==> src/rtl/arbiter8_rr_if.sv <==
// arbiter8_rr_if - request/grant bundle between the requesters and the
// round-robin arbiter.
//   req          8  request lines, driven by the requesters
//   grant        8  one-hot grant, driven by the arbiter
//   grant_idx    3  index of the current (or last) owner
//   grant_valid  1  high while some requester owns the resource
//   timeout      1  one-cycle pulse after a forced release
// master: requester side; slave: arbiter side.
interface arbiter8_rr_if;
  logic [7:0] req;
  logic [7:0] grant;
  logic [2:0] grant_idx;
  logic       grant_valid;
  logic       timeout;

  modport master (output req, input grant, grant_idx, grant_valid, timeout);
  modport slave  (input req, output grant, grant_idx, grant_valid, timeout);
endinterface

==> src/rtl/arbiter8_rr.sv <==
// arbiter8_rr - 8-way locking round-robin arbiter with bounded hold time and
// a one-cycle break-before-make gap between owners.
//   MAX_HOLD  maximum consecutive grant cycles per ownership, 0 = unlimited
//   clk       clock, all state changes on the rising edge
//   rst       asynchronous active-high reset
//   bus       arbiter8_rr_if.slave: req in; grant, grant_idx, grant_valid,
//             timeout out (all outputs registered)
module arbiter8_rr #(
  parameter int unsigned MAX_HOLD = 16
) (
  input  logic          clk,
  input  logic          rst,
  arbiter8_rr_if.slave  bus
);

  typedef enum logic [1:0] {
    IDLE  = 2'd0,
    GRANT = 2'd1,
    GAP   = 2'd2
  } state_t;

  localparam logic [7:0] HOLD_LIMIT = 8'(MAX_HOLD);
  localparam bit         HOLD_EN    = (MAX_HOLD != 0);

  state_t     state_r, state_s;
  logic [2:0] ptr_r, ptr_s;
  logic [7:0] hcnt_r, hcnt_s;
  logic [7:0] grant_r, grant_s;
  logic [2:0] idx_r, idx_s;
  logic       valid_r, valid_s;
  logic       timeout_r, timeout_s;
  logic [3:0] pick_s;

  // Circular priority search starting at p. Offsets are visited from the
  // farthest back to p itself so the nearest requester is the last writer.
  // Returns {found, index}.
  function automatic logic [3:0] arb_pick(input logic [7:0] r, input logic [2:0] p);
    logic [3:0] res;
    logic [2:0] j;
    res = 4'b0000;
    for (int k = 7; k >= 0; k--) begin
      j = p + 3'(k);
      if (r[j]) begin
        res = {1'b1, j};
      end else begin
        res = res;
      end
    end
    return res;
  endfunction

  // Arbitration result for the current pointer, used in IDLE and GAP.
  always_comb begin
    pick_s = arb_pick(bus.req, ptr_r);
  end

  // Next-state and next-output logic.
  always_comb begin
    state_s   = state_r;
    ptr_s     = ptr_r;
    hcnt_s    = hcnt_r;
    grant_s   = grant_r;
    idx_s     = idx_r;
    valid_s   = valid_r;
    timeout_s = 1'b0;
    case (state_r)
      IDLE, GAP: begin
        if (pick_s[3]) begin
          state_s = GRANT;
          idx_s   = pick_s[2:0];
          grant_s = 8'b0000_0001 << pick_s[2:0];
          valid_s = 1'b1;
          hcnt_s  = 8'd1;
        end else begin
          state_s = IDLE;
          grant_s = 8'h00;
          valid_s = 1'b0;
        end
      end
      GRANT: begin
        if (!bus.req[idx_r]) begin
          state_s = GAP;
          grant_s = 8'h00;
          valid_s = 1'b0;
          ptr_s   = idx_r + 3'd1;
        end else if (HOLD_EN && (hcnt_r == HOLD_LIMIT)) begin
          // Forced release: the pre-empted owner goes to the back of the queue.
          state_s   = GAP;
          grant_s   = 8'h00;
          valid_s   = 1'b0;
          ptr_s     = idx_r + 3'd1;
          timeout_s = 1'b1;
        end else begin
          // Saturating count only matters for unlimited hold.
          if (hcnt_r != 8'hFF) begin
            hcnt_s = hcnt_r + 8'd1;
          end else begin
            hcnt_s = hcnt_r;
          end
        end
      end
      default: begin
        state_s = IDLE;
        grant_s = 8'h00;
        valid_s = 1'b0;
      end
    endcase
  end

  // State and output registers.
  always_ff @(posedge clk or posedge rst) begin
    if (rst) begin
      state_r   <= IDLE;
      ptr_r     <= 3'd0;
      hcnt_r    <= 8'd0;
      grant_r   <= 8'h00;
      idx_r     <= 3'd0;
      valid_r   <= 1'b0;
      timeout_r <= 1'b0;
    end else begin
      state_r   <= state_s;
      ptr_r     <= ptr_s;
      hcnt_r    <= hcnt_s;
      grant_r   <= grant_s;
      idx_r     <= idx_s;
      valid_r   <= valid_s;
      timeout_r <= timeout_s;
    end
  end

  assign bus.grant       = grant_r;
  assign bus.grant_idx   = idx_r;
  assign bus.grant_valid = valid_r;
  assign bus.timeout     = timeout_r;

endmodule

==> src/flat_wrapper.sv <==
// flat-port wrapper written by rule: the top's interface ports become plain ports
module arbiter8_rr_flat 
#(
  parameter int unsigned MAX_HOLD = 16
)
  (clk, rst, bus_req, bus_grant, bus_grant_idx, bus_grant_valid, bus_timeout);
  arbiter8_rr_if bus_i ();
  input  logic clk;
  input  logic rst;
  input wire logic [$bits(bus_i.req)-1:0] bus_req;
  output wire logic [$bits(bus_i.grant)-1:0] bus_grant;
  output wire logic [$bits(bus_i.grant_idx)-1:0] bus_grant_idx;
  output wire logic [$bits(bus_i.grant_valid)-1:0] bus_grant_valid;
  output wire logic [$bits(bus_i.timeout)-1:0] bus_timeout;
  assign bus_i.req = bus_req;
  assign bus_grant = bus_i.grant;
  assign bus_grant_idx = bus_i.grant_idx;
  assign bus_grant_valid = bus_i.grant_valid;
  assign bus_timeout = bus_i.timeout;
  arbiter8_rr #(.MAX_HOLD(MAX_HOLD)) u_core (.clk(clk), .rst(rst), .bus(bus_i));
endmodule
==> config.mk <==
export PLATFORM = sky130hd
export DESIGN_NAME = arbiter8_rr_flat
export DESIGN_NICKNAME = d
export VERILOG_FILES = /design/src/rtl/arbiter8_rr_if.sv /design/src/rtl/arbiter8_rr.sv /design/src/flat_wrapper.sv
export SDC_FILE = /design/constraint.sdc
export NUM_CORES = 1
export LEC_CHECK = 0
export CAP_MARGIN = 20
export CORE_MARGIN = 2
export CORE_UTILIZATION = 25
export CTS_CLUSTER_SIZE = 25
export DETAILED_ROUTE_END_ITERATION = 16
export PLACE_DENSITY_LB_ADDON = 0.12
export SETUP_SLACK_MARGIN = 0.02
export SLEW_MARGIN = 30
export SYNTH_ARGS = -nofsm -noshare
export SYNTH_HDL_FRONTEND = slang
export SYNTH_SLANG_ARGS = --single-unit
==> constraint.sdc <==
create_clock -name clk -period 4.8 [get_ports clk]
set_clock_uncertainty 0.1 [all_clocks]
set_input_delay 0.96 -clock clk [delete_from_list [all_inputs] [get_ports clk]]
set_output_delay 0.96 -clock clk [all_outputs]
set_load 0.005 [all_outputs]
==> qor.json, run 1 <==
{
  "clock_sinks": {"value": 25},
  "drt-pass1-iter-count": {"value": 4},
  "gp_routability_congestion": {"value": 0.805},
  "final-hold-violation-count": {"value": 0},
  "drt.antenna.violating_nets": {"value": 0},
  "share_of_layout_cells_above_drive_strength_1": {"value": 14.0, "unit": "%"},
  "synth_area_leaders": {"value": "sky130_fd_sc_hd__dfrtp_1, sky130_fd_sc_hd__mux4_2, sky130_fd_sc_hd__nor2_1, sky130_fd_sc_hd__mux2i_1, sky130_fd_sc_hd__a32o_1"},
  "critical_path_arrival": {"value": 4.11, "unit": "ns"},
  "seq_power_share": {"value": 19.7, "unit": "%"},
  "grt_pass1_vias": {"value": 1654},
  "ys.warnings.count": {"value": 0},
  "met2RoutedLength": {"value": 2560, "unit": "um"},
  "die_area": {"value": 0.00875, "unit": "mm^2"},
  "setup-violations-final": {"value": 0},
  "cts_max_path_buffers": {"value": 2},
  "clock_power_share": {"value": 7.0, "unit": "%"},
  "global_route.usage.total": {"value": 12.4, "unit": "%"},
  "drc_errors": {"value": 0},
  "synth_top_family_by_area": {"value": "multiplexers"},
  "drv.max_cap_violation_count": {"value": 0},
  "finalCoreUtilization": {"value": 30.6, "unit": "%"},
  "startpoint_of_the_tightest_hold_check_path": {"value": "u_core.bus.grant[1]$_DFFE_PP0P_"},
  "wire_length_of_the_first_global_routing_pass": {"value": 8560, "unit": "um"},
  "final_critical_period": {"value": 4.05, "unit": "ns"},
  "htreeDepth": {"value": 1},
  "async_reset_ff_share": {"value": 100, "unit": "%"},
  "postCtsResizedCells": {"value": 0},
  "dr_total_vias": {"value": 1716},
  "cts_root_buffer_type": {"value": "sky130_fd_sc_hd__clkbuf_8"},
  "wl_met1": {"value": 2370, "unit": "um"},
  "crit_startpoint": {"value": "u_core.ptr_r[1]$_DFFE_PP0P_"},
  "maxSlewViolCount": {"value": 0},
  "p_sw": {"value": 0.899, "unit": "mW"},
  "synth-seq-cells": {"value": 25},
  "globalRouteOverflowTotal": {"value": 0},
  "synth_simple_gate_area_share": {"value": 18.0, "unit": "%"},
  "clk_transition_reported_paths": {"value": 0.09, "unit": "ns"},
  "initial_util": {"value": 25.8, "unit": "%"},
  "crit-reg2reg-launch": {"value": "u_core.ptr_r[1]$_DFFE_PP0P_"},
  "ir_drop": {"value": 0.000235, "unit": "V"},
  "drt_wl_total": {"value": 5190, "unit": "um"},
  "synth_top_area_share": {"value": 31.2, "unit": "%"},
  "grt_antenna_before_repair": {"value": 0},
  "tightestPinTransition": {"value": 0.847, "unit": "ns"},
  "met3RoutedLength": {"value": 202, "unit": "um"},
  "power.static_leakage": {"value": 0.930, "unit": "nW"},
  "power": {"value": 1.80, "unit": "mW"},
  "slew-limit-headroom": {"value": 42.7, "unit": "%"},
  "core-area": {"value": 0.00777, "unit": "mm^2"},
  "crit_path_top_delay_cell": {"value": "sky130_fd_sc_hd__dfrtp_1"},
  "power_per_cell_area": {"value": 757, "unit": "mW/mm^2"},
  "layout.nets": {"value": 238},
  "hpwl": {"value": 3980, "unit": "um"},
  "grt_setup_unrepaired": {"value": "no"},
  "synth_xor_area_share": {"value": 4.37, "unit": "%"},
  "die_width": {"value": 93.5, "unit": "um"},
  "clk-insertion-delay-late": {"value": 0.27, "unit": "ns"},
  "post_synth_inst_count": {"value": 201},
  "grt_start_max_net_pins": {"value": 26},
  "number_of_vias_per_cell_after_detailed_routing": {"value": 5.30},
  "power.internal": {"value": 0.899, "unit": "mW"},
  "timing_worst_setup_path_type": {"value": "flip-flop to flip-flop"},
  "highest_layer": {"value": "met4"},
  "cts_hold_buffers": {"value": 0},
  "syn_area": {"value": 0.00200, "unit": "mm^2"},
  "timing.critical_path.to_type": {"value": "flip-flop"},
  "post_synthesis_sequential_area_ratio": {"value": 31.2, "unit": "%"},
  "critical_path.startpoint_type": {"value": "flip-flop"},
  "combinationalPowerShare": {"value": 73.3, "unit": "%"},
  "synth.cells.most_frequent": {"value": "sky130_fd_sc_hd__nor2_1, sky130_fd_sc_hd__dfrtp_1, sky130_fd_sc_hd__nand2_1, sky130_fd_sc_hd__mux4_2, sky130_fd_sc_hd__mux2i_1"},
  "max_clock_freq": {"value": 0.247, "unit": "GHz"},
  "port-buffer-count": {"value": 22},
  "complex_gate_fraction_of_the_synthesized_area": {"value": 18.1, "unit": "%"},
  "post-synth-top-count-cell": {"value": "sky130_fd_sc_hd__nor2_1"},
  "synth.mux.area_fraction": {"value": 21.8, "unit": "%"},
  "synth_flop_cell": {"value": "sky130_fd_sc_hd__dfrtp_1"},
  "post-synth-top-area-cell": {"value": "sky130_fd_sc_hd__dfrtp_1"},
  "hold_path_class": {"value": "flip-flop to flip-flop"},
  "post_synth_fa_ha_maj_area_fraction": {"value": 3.12, "unit": "%"},
  "switching_share": {"value": 50.0, "unit": "%"},
  "largest_incremental_delay_on_the_critical_path": {"value": 0.67, "unit": "ns"},
  "synth_enable_flop_cells": {"value": 0},
  "num_io_pins": {"value": 23},
  "post_drt_wl_per_cell": {"value": 16.0, "unit": "um"},
  "n_antenna_cell": {"value": 0},
  "post_synth.cell_area_avg": {"value": 9.97, "unit": "um^2"},
  "path_max_fanout": {"value": 12},
  "post-route-period-util": {"value": 84.4, "unit": "%"},
  "cts_made_buffers": {"value": 3},
  "placementRows": {"value": 32},
  "outcome": {"value": "completed"},
  "critical_path.cell_chain": {"value": "clkinv_1 > ha_1 > mux4_2 > mux2_2 > or4_4 > nor2_4 > a31oi_4 > and2_4 > a32o_1"},
  "drt-initial-drc-count": {"value": 72},
  "total_negative_slack": {"value": 0, "unit": "ns"},
  "synth.net_count": {"value": 216},
  "clock_tree_from_tritoncts": {"value": "done"},
  "syn2layout_area_growth": {"value": 18.5, "unit": "%"},
  "post_cts.repair.setup_buffers": {"value": 0},
  "netlist-cell-type-count": {"value": 53},
  "floorplan.die.height": {"value": 93.5, "unit": "um"},
  "worst-endpoint-required": {"value": 4.86, "unit": "ns"}
}
-- critical path, delay by kind of cell (launching register included) --
family          cells  cell delay [ns]
mux                 2             0.91
simple gates        3             0.83
flops               1             0.67
fa+ha+maj           1             0.63
buf+inv             1             0.40
compound gates      2             0.40
-- through the flow --
| step | std cells | setup WS [ns] | hold slack, ns | area [um^2] |
|---|---|---|---|---|
| after floorplan | 201 | 1.26 | 0.389 | 2000 |
| after global placement | 320 | 0.842 | 0.382 | 2330 |
| after detailed placement | 320 | 0.741 | 0.384 | 2330 |
| final | 324 | 0.746 | 0.400 | 2380 |
| after CTS | 324 | 0.725 | 0.405 | 2380 |
| after global routing | 324 | 0.471 | 0.427 | 2380 |
-- layout make-up --
class | instances | area [um^2]
fill | 829 | 5390
multi-input combinational | 161 | 1320
sequential | 25 | 626
timing repair buffer | 23 | 228
tap | 102 | 128
clock buffer | 4 | 45.0
inverter | 9 | 33.8
-- layer usage --
metal  up-vias  GRT usage [%]
met5         -              0
met4         0           2.29
met3         4           2.34
met2        41           20.5
met1       859           17.0
li1        812              -
-- flip-flops by register name, summed over array words and instances (netlist names) --
register                flops
u_core.bus.timeout          1
u_core.state_r              1
u_core.bus.grant_valid      1
u_core.bus.grant            8
u_core.hcnt_r               8
u_core.bus.grant_idx        3
u_core.ptr_r                3
-- worst paths after layout --
check                                                          end  slack [ns]  cells past startpoint
worst max-delay path               u_core.bus.grant[5]$_DFFE_PP0P_        0.75                      9
worst min-delay path               u_core.bus.grant[1]$_DFFE_PP0P_        0.40                      1
worst max register to register     u_core.bus.grant[5]$_DFFE_PP0P_        0.75                      9
worst min register to register     u_core.bus.grant[1]$_DFFE_PP0P_        0.40                      1
max in group asynchronous       u_core.bus.grant_valid$_DFFE_PP0P_        3.27                      2
min in group asynchronous             u_core.hcnt_r[4]$_DFFE_PP0P_        0.96                      2
-- power by group through the flow --
| stage | Combinational [mW] | Clock [mW] | Sequential (mW) |
|---|---|---|---|
| after floorplan | 1.03 | 0 | 0.314 |
| after global placement | 1.36 | 0 | 0.360 |
| after detailed placement | 1.32 | 0 | 0.359 |
| after CTS | 1.33 | 0.135 | 0.355 |
| after global routing | 1.47 | 0.143 | 0.364 |
| final | 1.32 | 0.126 | 0.354 |
-- cell families after synthesis --
group | Yosys count
AND/OR/NAND/NOR | 71
AO/OA/AOI/OAI | 48
multiplexers | 27
adder cells (fa/ha/maj) | 5
flip-flops | 25
XOR/XNOR | 10
buffers and inverters | 15
-- cell usage in the layout (no fill, tap or decap), types with 2 or more instances in the layout --
| cell | count |
|---|---|
| sky130_fd_sc_hd__dfrtp_1 | 25 |
| sky130_fd_sc_hd__ha_1 | 5 |
| sky130_fd_sc_hd__a211oi_1 | 2 |
| sky130_fd_sc_hd__mux2i_1 | 10 |
| sky130_fd_sc_hd__o21ai_1 | 2 |
| sky130_fd_sc_hd__clkbuf_8 | 3 |
| sky130_fd_sc_hd__nand2b_1 | 5 |
| sky130_fd_sc_hd__mux2_2 | 4 |
| sky130_fd_sc_hd__o22ai_1 | 2 |
| sky130_fd_sc_hd__xnor2_1 | 3 |
| sky130_fd_sc_hd__a32o_1 | 9 |
| sky130_fd_sc_hd__inv_1 | 7 |
| sky130_fd_sc_hd__nor2_1 | 27 |
| sky130_fd_sc_hd__a21o_1 | 4 |
| sky130_fd_sc_hd__clkdlybuf4s50_1 | 22 |
| sky130_fd_sc_hd__nand2_1 | 14 |
| sky130_fd_sc_hd__mux4_2 | 13 |
| sky130_fd_sc_hd__a21oi_1 | 7 |
| sky130_fd_sc_hd__o21ai_0 | 8 |
| sky130_fd_sc_hd__xor2_1 | 7 |
| sky130_fd_sc_hd__nand4_1 | 4 |
| sky130_fd_sc_hd__nor3_1 | 6 |
Power figures use the tool's default switching activity.
==> run 2, diff against run 1 <==
==> constraint.sdc (replaced) <==
create_clock -name clk -period 4.25 [get_ports clk]
set_clock_uncertainty 0.1 [all_clocks]
set_input_delay 0.85 -clock clk [delete_from_list [all_inputs] [get_ports clk]]
set_output_delay 0.85 -clock clk [all_outputs]
set_load 0.005 [all_outputs]
==> run 2 against run 1 <==
  * Die area unchanged
  * Core utilization increased by 0.32 points
  * Cell area is 1.1% higher
  * Cell count increased by 1.2%
==> qor.json, run 2 (synthesized netlist as in run 1, its figures left out) <==
{
  "outcome": {"value": "completed", "change": "unchanged"},
  "port-buffer-count": {"value": 22, "change": "unchanged"},
  "global_route.usage.total": {"value": 12.8, "unit": "%", "change": "was 12.4%"},
  "drv.max_cap_violation_count": {"value": 0, "change": "unchanged"},
  "worst-endpoint-required": {"value": 4.31, "unit": "ns", "change": "was 4.86 ns"},
  "grt_start_max_net_pins": {"value": 26, "change": "unchanged"},
  "max_clock_freq": {"value": 0.289, "unit": "GHz"},
  "power.static_leakage": {"value": 0.948, "unit": "nW", "change": "was 0.930 nW"},
  "power_per_cell_area": {"value": 861, "unit": "mW/mm^2", "change": "was 757 mW/mm^2"},
  "die_width": {"value": 93.5, "unit": "um", "change": "unchanged"},
  "cts_root_buffer_type": {"value": "sky130_fd_sc_hd__clkbuf_8", "change": "unchanged"},
  "final_critical_period": {"value": 3.45, "unit": "ns"},
  "final_cell_area": {"value": 0.00240, "unit": "mm^2", "change": "was 0.00238 mm^2"},
  "htreeDepth": {"value": 1, "change": "unchanged"},
  "grt_pass1_vias": {"value": 1672, "change": "was 1654"},
  "n_antenna_cell": {"value": 0, "change": "unchanged"},
  "maxSlewViolCount": {"value": 0, "change": "unchanged"},
  "wire_length_of_the_first_global_routing_pass": {"value": 8740, "unit": "um", "change": "was 8560 um"},
  "critical_path_arrival": {"value": 3.52, "unit": "ns", "change": "was 4.11 ns"},
  "initial_util": {"value": 25.8, "unit": "%", "change": "unchanged"},
  "mostFrequentLayoutCells": {"value": "sky130_fd_sc_hd__nor2_1, sky130_fd_sc_hd__dfrtp_1, sky130_fd_sc_hd__clkdlybuf4s50_1", "change": "unchanged"},
  "clock_sinks": {"value": 25, "change": "unchanged"},
  "final_common_cell": {"value": "sky130_fd_sc_hd__nor2_1", "change": "unchanged"},
  "drt-initial-drc-count": {"value": 78, "change": "was 72"},
  "grt_setup_unrepaired": {"value": "no", "change": "unchanged"},
  "syn2layout_area_growth": {"value": 19.8, "unit": "%", "change": "was 18.5%"},
  "globalRouteOverflowTotal": {"value": 0, "change": "unchanged"},
  "drc_errors": {"value": 0, "change": "unchanged"},
  "clock_tree_from_tritoncts": {"value": "done", "change": "unchanged"},
  "total_negative_slack": {"value": 0, "unit": "ns", "change": "unchanged"},
  "timing.critical_path.to_type": {"value": "flip-flop", "change": "unchanged"},
  "ir_drop": {"value": 0.000425, "unit": "V", "change": "was 0.000235 V"},
  "number_of_vias_per_cell_after_detailed_routing": {"value": 5.12, "change": "was 5.30"},
  "placementRows": {"value": 32, "change": "unchanged"},
  "drt-pass1-iter-count": {"value": 4, "change": "unchanged"},
  "share_of_layout_cells_above_drive_strength_1": {"value": 15.0, "unit": "%", "change": "was 14.0%"},
  "setup-violations-final": {"value": 0, "change": "unchanged"},
  "timing_worst_setup_path_type": {"value": "input port to flip-flop", "change": "was flip-flop to flip-flop"},
  "path_max_fanout": {"value": 10, "change": "was 12"},
  "slew-limit-headroom": {"value": 51.0, "unit": "%", "change": "was 42.7%"},
  "final-hold-violation-count": {"value": 0, "change": "unchanged"},
  "clk-insertion-delay-late": {"value": 0.27, "unit": "ns", "change": "about the same"},
  "hold_path_class": {"value": "flip-flop to flip-flop", "change": "unchanged"},
  "postCtsResizedCells": {"value": 0, "change": "unchanged"},
  "drt_wl_total": {"value": 5070, "unit": "um", "change": "was 5190 um"},
  "clk_transition_reported_paths": {"value": 0.09, "unit": "ns", "change": "about the same"},
  "core-area": {"value": 0.00777, "unit": "mm^2", "change": "unchanged"},
  "placement.cell_area": {"value": 0.00236, "unit": "mm^2", "change": "was 0.00233 mm^2"},
  "critical_path.startpoint_type": {"value": "input port", "change": "was flip-flop"},
  "post-route-period-util": {"value": 81.3, "unit": "%"},
  "hpwl": {"value": 3900, "unit": "um", "change": "was 3980 um"},
  "grt_antenna_before_repair": {"value": 0, "change": "unchanged"},
  "cts_max_path_buffers": {"value": 2, "change": "unchanged"},
  "cts_hold_buffers": {"value": 0, "change": "unchanged"},
  "final_cells": {"value": 328, "change": "was 324"},
  "gp_routability_congestion": {"value": 0.782, "change": "was 0.805"},
  "layout.nets": {"value": 242, "change": "was 238"},
  "tightestPinTransition": {"value": 0.725, "unit": "ns", "change": "was 0.847 ns"},
  "num_io_pins": {"value": 23, "change": "unchanged"},
  "cts_made_buffers": {"value": 3, "change": "unchanged"},
  "drt.antenna.violating_nets": {"value": 0, "change": "unchanged"},
  "floorplan.die.height": {"value": 93.5, "unit": "um", "change": "unchanged"},
  "post_cts.repair.setup_buffers": {"value": 0, "change": "unchanged"},
  "die_area": {"value": 0.00875, "unit": "mm^2", "change": "unchanged"},
  "power": {"value": 2.07, "unit": "mW", "change": "was 1.80 mW"},
  "dr_total_vias": {"value": 1678, "change": "was 1716"},
  "post_drt_wl_per_cell": {"value": 15.5, "unit": "um", "change": "was 16.0 um"},
  "dp.cells": {"value": 324, "change": "was 320"}
}
[run 2: metrics by stage]
stage          utilization (%)  setup WS (ns)  hold WS (ns)
2_1_floorplan                -          0.709         0.389
3_3_place_gp              30.3          0.527         0.378
3_5_place_dp              30.3          0.507         0.380
4_1_cts                   30.9          0.798         0.403
5_1_grt                   30.9          0.709         0.418
6_report                  30.9          0.796         0.396
[run 2: final timing paths]
check / cells after the start / slack, ns / startpoint / endpoint
setup / recovery: 8 / 0.80 / bus_req[5] / u_core.bus.grant[7]$_DFFE_PP0P_
hold / removal: 1 / 0.40 / u_core.bus.grant[1]$_DFFE_PP0P_ / u_core.bus.grant[1]$_DFFE_PP0P_
setup reg to reg: 9 / 0.97 / u_core.ptr_r[1]$_DFFE_PP0P_ / u_core.bus.grant[7]$_DFFE_PP0P_
hold reg to reg: 1 / 0.40 / u_core.bus.grant[1]$_DFFE_PP0P_ / u_core.bus.grant[1]$_DFFE_PP0P_
max in group asynchronous: 2 / 2.84 / rst / u_core.bus.grant[3]$_DFFE_PP0P_
min in group asynchronous: 2 / 0.85 / rst / u_core.hcnt_r[5]$_DFFE_PP0P_
[run 2: layout make-up]
type                       count  area (um^2)
sequential                    25          626
clock buffer                   4         45.0
inverter                       9         33.8
fill                         832         5370
tap                          102          128
multi-input combinational    161         1310
timing repair buffer          27          258
[run 2: metal layers]
| layer | global-route usage, % | wire length (um) |
|---|---|---|
| met1 | 17.5 | 2350 |
| met5 | 0 | 0 |
| met2 | 21.1 | 2540 |
| met4 | 2.54 | 51 |
| met3 | 2.42 | 127 |
[run 2: critical path, stage by stage]
cell and delay, ns:
sky130_fd_sc_hd__clkdlybuf4s50_1 0.49, sky130_fd_sc_hd__mux4_2 0.59, sky130_fd_sc_hd__mux2_2 0.33, sky130_fd_sc_hd__or4_4 0.50
sky130_fd_sc_hd__nor2_4 0.13, sky130_fd_sc_hd__a31oi_4 0.17, sky130_fd_sc_hd__and2_4 0.21, sky130_fd_sc_hd__a32o_1 0.23
[run 2: where the power goes]
part / internal (mW) / switching, mW
clock: 0.0671 / 0.0763
sequential: 0.298 / 0.0838
combinational: 0.678 / 0.863
total: 1.04 / 1.02
